--- src/rtl/hazard_scoreboard.sv ---
// Decode hazard scoreboard: tracks in-flight register writes from EX to WB and stalls
// decode on a source match, with memory freeze, branch flush and a saturating stall counter.
module hazard_scoreboard #(
  parameter int DEPTH        = 3,
  parameter bit BYPASS_WB    = 1'b0,
  parameter int FLUSH_STAGES = 0
) (
  input  logic        clk,
  input  logic        rst,
  input  logic        id_valid,
  input  logic [2:0]  id_rs,
  input  logic        id_rs_use,
  input  logic [2:0]  id_rt,
  input  logic        id_rt_use,
  input  logic [2:0]  id_rd,
  input  logic        id_reg_wrt,
  input  logic        mem_stall,
  input  logic        flush,
  output logic        stall_id,
  output logic        bubble,
  output logic [7:0]  pend_mask,
  output logic [15:0] stall_cnt
);

  // With WB bypass the last stage's data is forwarded, so it never causes a stall.
  localparam int MATCH_N = BYPASS_WB ? DEPTH - 1 : DEPTH;
  localparam logic [DEPTH-1:0] FLUSH_MASK = DEPTH'((1 << FLUSH_STAGES) - 1);

  logic [DEPTH-1:0] v_q, v_d, v_live;
  logic [2:0]       rd_q [DEPTH];
  logic [2:0]       rd_d [DEPTH];
  logic [15:0]      stall_cnt_q, stall_cnt_d;
  logic             rs_hit, rt_hit, hazard, insert;

  always_comb begin
    rs_hit    = 1'b0;
    rt_hit    = 1'b0;
    pend_mask = 8'h00;
    for (int i = 0; i < DEPTH; i++) begin
      if (v_q[i]) begin
        pend_mask[rd_q[i]] = 1'b1;
        if (i < MATCH_N && rd_q[i] == id_rs) rs_hit = 1'b1;
        if (i < MATCH_N && rd_q[i] == id_rt) rt_hit = 1'b1;
      end
    end
  end

  assign hazard   = id_valid & ~flush & ((id_rs_use & rs_hit) | (id_rt_use & rt_hit));
  assign stall_id = hazard | mem_stall;
  assign bubble   = hazard & ~mem_stall;
  assign insert   = id_valid & id_reg_wrt & ~hazard & ~flush;

  // Flush kills the youngest stages first, so under a freeze they vanish in place.
  always_comb begin
    v_live = flush ? (v_q & ~FLUSH_MASK) : v_q;
    v_d    = v_live;
    rd_d   = rd_q;
    if (!mem_stall) begin
      v_d[0]  = insert;
      rd_d[0] = id_rd;
      for (int i = 1; i < DEPTH; i++) begin
        v_d[i]  = v_live[i-1];
        rd_d[i] = rd_q[i-1];
      end
    end
  end

  always_comb begin
    stall_cnt_d = stall_cnt_q;
    if (bubble && stall_cnt_q != 16'hFFFF) stall_cnt_d = stall_cnt_q + 16'd1;
  end

  always_ff @(posedge clk or posedge rst) begin
    if (rst) begin
      v_q         <= '0;
      stall_cnt_q <= '0;
      for (int i = 0; i < DEPTH; i++) rd_q[i] <= '0;
    end else begin
      v_q         <= v_d;
      stall_cnt_q <= stall_cnt_d;
      rd_q        <= rd_d;
    end
  end

  assign stall_cnt = stall_cnt_q;

endmodule

--- config.mk ---
export PLATFORM = sky130hd
export DESIGN_NAME = hazard_scoreboard
export DESIGN_NICKNAME = d
export VERILOG_FILES = /design/src/rtl/hazard_scoreboard.sv
export SDC_FILE = /design/constraint.sdc
export NUM_CORES = 1
export LEC_CHECK = 0
export CAP_MARGIN = 20
export CORE_UTILIZATION = 49
export CTS_CLUSTER_SIZE = 24
export DETAILED_ROUTE_END_ITERATION = 7
export HOLD_SLACK_MARGIN = 0.02
export PLACE_DENSITY = 0.91
export SLEW_MARGIN = 10
export SYNTH_ARGS = -nofsm -noshare
export SYNTH_HDL_FRONTEND = slang
export SYNTH_SLANG_ARGS = --single-unit
--- constraint.sdc ---
create_clock -name clk -period 2.5 [get_ports clk]
set_clock_uncertainty 0.15 [all_clocks]
set_input_delay 0.375 -clock clk [delete_from_list [all_inputs] [get_ports clk]]
set_output_delay 0.375 -clock clk [all_outputs]
set_load 0.1 [all_outputs]
Word-level counts from Yosys, hierarchy flattened
Index checks and enable logic that the tools add are counted.
{"block": "totals", "ff_bits": 28, "output_inout_bits": 26}
{"block": "classes", "n_addsub": 1, "order_cmp": 6, "n_eq_ne": 7, "mux": 21, "bitwise_logic": 15, "reduce_logical": 4}
{"operator": "two-way mux 8 bit", "count": 3}
{"operator": "equality test 3 bit", "count": 6}
{"operator": "adder 16 x 1 -> 16 bit, second input constant", "count": 1}
{"operator": "inequality test 16 bit, second input constant", "count": 1}
{"operator": "OR 8 bit", "count": 2}
{"operator": "two-way mux 1 bit", "count": 15}
{"operator": "< comparator 3 x 4 -> 1 bit, second input constant", "count": 3}
{"operator": "demux 1 bit (select 3 bit)", "count": 3}
{"operator": "greater-or-equal comparator 3 x 1 -> 1 bit, second input constant", "count": 3}
{"operator": "AND 1 bit", "count": 8}
{"operator": "logical AND 1 bit", "count": 4}
{"operator": "NOT 1 bit", "count": 3}
{"operator": "OR 1 bit", "count": 2}

Depth between registers and ports, before layout
{"block": "depth", "word_depth": 13, "depth_mapped": 8, "ltp_nobuf": 6}

Least setup slack after synthesis
OpenSTA, ideal clock, no wires.
{"block": "synth_timing", "kind": "register to output", "from": "reg rd_q[6] (netlist bit)", "to": "out pend_mask[2]", "t_arrival_ps": 4090, "t_required_ps": 1975, "path_slack_ps": -2115, "stages_incl_launch_ff": 3, "path_buffers": 0, "cell_sequence": "dfrtp_1 nand2b_1 o311ai_0"}
{"block": "synth_between", "elab_chain_len": 9, "elab_cells_between_ends": 10}
{"item": "start: declaration", "line_no": "30", "text": "logic [2:0] rd_q [DEPTH];"}
{"item": "start signal: assignment", "line_no": "81", "text": "rd_q <= rd_d;"}
{"item": "< comparator 3 x 4 -> 1 bit (not written as such) / greater-or-equal comparator 3 x 1 -> 1 bit (equally long branches)", "line_no": "41", "text": "pend_mask[rd_q[i]] = 1'b1;"}
{"item": "logical AND 1 bit (not written as such)", "line_no": "41"}
{"item": "two-way mux 1 bit (not written as such)", "line_no": "41"}
{"item": "demux 1 bit (select 3 bit) (*)", "line_no": "41"}
{"item": "two-way mux 8 bit (*)", "line_no": "40", "text": "if (v_q[i]) begin"}
{"item": "OR 8 bit (no line)"}
{"item": "two-way mux 8 bit (*)", "line_no": "40"}
{"item": "OR 8 bit (no line)"}
{"item": "two-way mux 8 bit (*)", "line_no": "40"}
{"item": "end: declaration", "line_no": "21", "text": "output logic [7:0] pend_mask,"}
Every way passes the cells marked *; elsewhere a longest branch is shown, timed or not.

Worst setup path in the final report
{"block": "layout_timing", "from": "reg rd_q[5] (netlist bit)", "to": "out stall_id"}
{"block": "layout_between", "elab_chain_len": 9, "elab_cells_between_ends": 15}
{"item": "equality test 3 bit, on equally long branches", "line_no": "42, 43"}
{"item": "two-way mux 1 bit, on equally long branches", "line_no": "42, 43"}
{"item": "two-way mux 1 bit", "line_no": "40"}
{"item": "two-way mux 1 bit, on equally long branches", "line_no": "42, 43"}
{"item": "two-way mux 1 bit", "line_no": "40"}
{"item": "AND 1 bit", "line_no": "48", "text": "assign hazard = id_valid & ~flush & ((id_rs_use & rs_hit) | (id_rt_use & rt_hit));"}
{"item": "OR 1 bit (*)", "line_no": "48"}
{"item": "AND 1 bit (*)", "line_no": "48"}
{"item": "OR 1 bit (*)", "line_no": "49", "text": "assign stall_id = hazard | mem_stall;"}
{"item": "end: declaration", "line_no": "19", "text": "output logic stall_id,"}
Marks and branches as above.

==> results.toml <==
[clocking]
cts_tree = "built"
insertion_delay_ns = 0.35
clock-sinks = 28
max-clock-path-buffers = 2
htree_num_levels = 1
cts_hold_buf = 0
cts.clk_slew.worst_paths_ns = 0.15
cts_buffers = 3
root_buffer = "clkbuf_4"

[job]
cap_violations = 0

[global_route]
antenna_found_initial = 0
grt_first_pass_wirelength_um = 6400
grt_max_degree = 19
grtUsageTotal = 0.235
grt-ovfl-total = 0
grt_pass1_vias = 1362

[worst_setup_path]
critical_path.top_delay_family = "flip-flops"
start_kind = "register"
max_stage_delay_ns = 0.51
critPathBufInv = 1
crit_chain = "xnor2_2 > nand4_1 > a31oi_4 > nor2_4 > o21bai_2 > buf_12"
cp_max_fo = 7
arrival_ns = 1.97
required_ns = 1.98
crit_type = "reg -> out"
cpMaxStageDelayCell = "dfrtp_2"
critical_path.endpoint_type = "primary output"

[placed_design]
dp_cells = 263
port-buffer-count = 42
place_area_sq_um = 2310
place_congestion = 0.914
post-place-ws_ns = -0.127
dp_hpwl_um = 2950

[timing]
worst_slew_pin_slew_ns = 0.648
drv_slew = 0
period_needed_ns = 2.49
fin_ws_ns = 0.00823
hold_viol_final = 0
fmax_ghz = 0.401
setup_tns_ns = 0
timing.final.crit_share = 0.997
slew_headroom = 0.567
report.final.setup_viol = 0

[power_and_ir_drop]
ir_drop_mv = 0.387
p_leak_nw = 1.06
powerDensity_nw_per_um2 = 523

[status]
status = "complete, no violations"

[synth]
ys_warn_count = 0
synth_edf_count = 0
synth-seq-area-share = 0.407
synth_cells = 178
synth_nets = 196
syn_area_sq_um = 1720
synth.avg_cell_area_sq_um = 9.68
synthArstFlopShare = 1.00
synth_cell_types = 35
ys_top_cells_by_area = "dfrtp_1 (41%), xnor2_1 (11%), mux2_2 (7.8%)"
synth_area_leader_cell = "dfrtp_1"
ys_seq_elements = 28
synth_top_area_frac = 0.407
synthFlopType = "dfrtp_1"

[drt]
drcViolationCount = 0
ant_nets = 0
wl_per_cell_um = 16.5
routed_wl_um = 4610
dr.pass1.iters = 4
drtIter0Drc = 132
via_count = 1602
viasPerCell = 5.72

[die]
die_x_um = 61.3
start_util = 0.512
core-area_sq_um = 3360
std_cell_rows = 21
die_h_um = 61.3
num_io_pins = 43
dieArea_sq_um = 3760

[cells_and_area]
layout_common_cells = "buf_4 (37), dfrtp_2 (22), xnor2_1 (21)"
layout.cells.non_filler = 280
fin_area_sq_um = 2510
synthToLayoutAreaGrowth_pct = 45.9
diodes = 0
drive_above_1_share = 0.440
nFillCells = 245
nNetsFinal = 253
mostFrequentLayoutCell = "buf_4"

[min_path]
min_path_type = "in -> async"
power by group:
part	total (mW)	internal (mW)	switching, mW
logic	0.446	0.194	0.251
clock network	0.302	0.163	0.140
registers	0.567	0.490	0.0770
total	1.31	0.847	0.468
routing by layer:
layer	vias up	track usage	routed length (um)
met5	-	0	0
met4	0	0.0974	139
met3	13	0.0189	215
met2	74	0.365	2270
met1	780	0.340	1990
li1	735	-	-
worst register-to-register path, cell delays in order, from the launching register on:
cell and delay (ns):
dfrtp_2 0.51, xnor2_2 0.23, nand4_1 0.17, a31oi_4 0.27, buf_4 0.14, buf_4 0.09, o21ai_2 0.17, nor4_1 0.38
xor2_1 0.17
synthesized netlist by cell type, types with 2 or more instances:
master    count
xnor2_1      22
nand4_1      12
nor4_1        4
inv_1         9
buf_2         7
o311ai_0      2
clkbuf_1      2
a31oi_1       3
o21ai_0       3
nand2b_1      6
nor3_1       11
nand2_1      13
nor2_1        9
xor2_1        9
or2_2         2
mux2_2       12
nand4b_1      2
dfrtp_1      28
buf_6         2
nand3_1       5
metrics by stage:
step           hold slack (ns)  utilization  power (mW)
2_1_floorplan            0.290            -       0.830
3_3_place_gp             0.316        0.688       0.939
3_5_place_dp             0.320        0.688       0.950
4_1_cts                  0.302        0.710        1.25
5_1_grt                  0.324        0.747        1.36
6_report                 0.262        0.747        1.31
area by class of cell:
class,instances,area (sq um),share of cell area
inverters,9,33.8,0.0134
clock inverters,1,30.0,0.0119
well taps,46,57.6,0.0229
repair buffers,63,631,0.251
clock buffers,3,22.5,0.00896
multi-input cells,130,1010,0.402
flip-flops and latches,28,728,0.290
timing repair:
item	4_1_cts	5_1_grt
setup endpoints to repair	2	3
setup buffers	1	12
gates resized for setup	14	8
pin swaps	2	4
endpoints found under the hold margin	0	0
flip-flops by register name, summed over array words and instances (netlist names):
name,flops
rd_q,9
stall_cnt,16
v_live,3
kinds of logic (layout without fill, tap and decap cells):
group / after synthesis / after routing / synth area share
DFF: 28 / 28 / 0.407
AOI/OAI and AO/OA: 17 / 17 / 0.0748
and+or+nand+nor: 68 / 68 / 0.211
xor gates and xnor gates: 31 / 31 / 0.158
adders and majority gates: 1 / 1 / 0.00726
muxes: 13 / 13 / 0.0850
buffers and inverters: 20 / 76 / 0.0574
worst paths after layout:
| check | startpoint | to | slack (ns) | cells past startpoint |
|---|---|---|---|---|
| min in group clk | stall_cnt[9] | stall_cnt[9] | 0.34 | 1 |
| worst max register to register | rd_q[5] | stall_cnt[13] | 0.16 | 8 |
| worst min-delay path | rst | stall_cnt[2] | 0.26 | 2 |
| worst min register to register | stall_cnt[9] | stall_cnt[9] | 0.34 | 1 |
| worst max-delay path | rd_q[5] | stall_id | 0.008 | 6 |
| max in group asynchronous | rst | rd_q[0] | 1.35 | 3 |
Power figures use the tool's default switching activity.
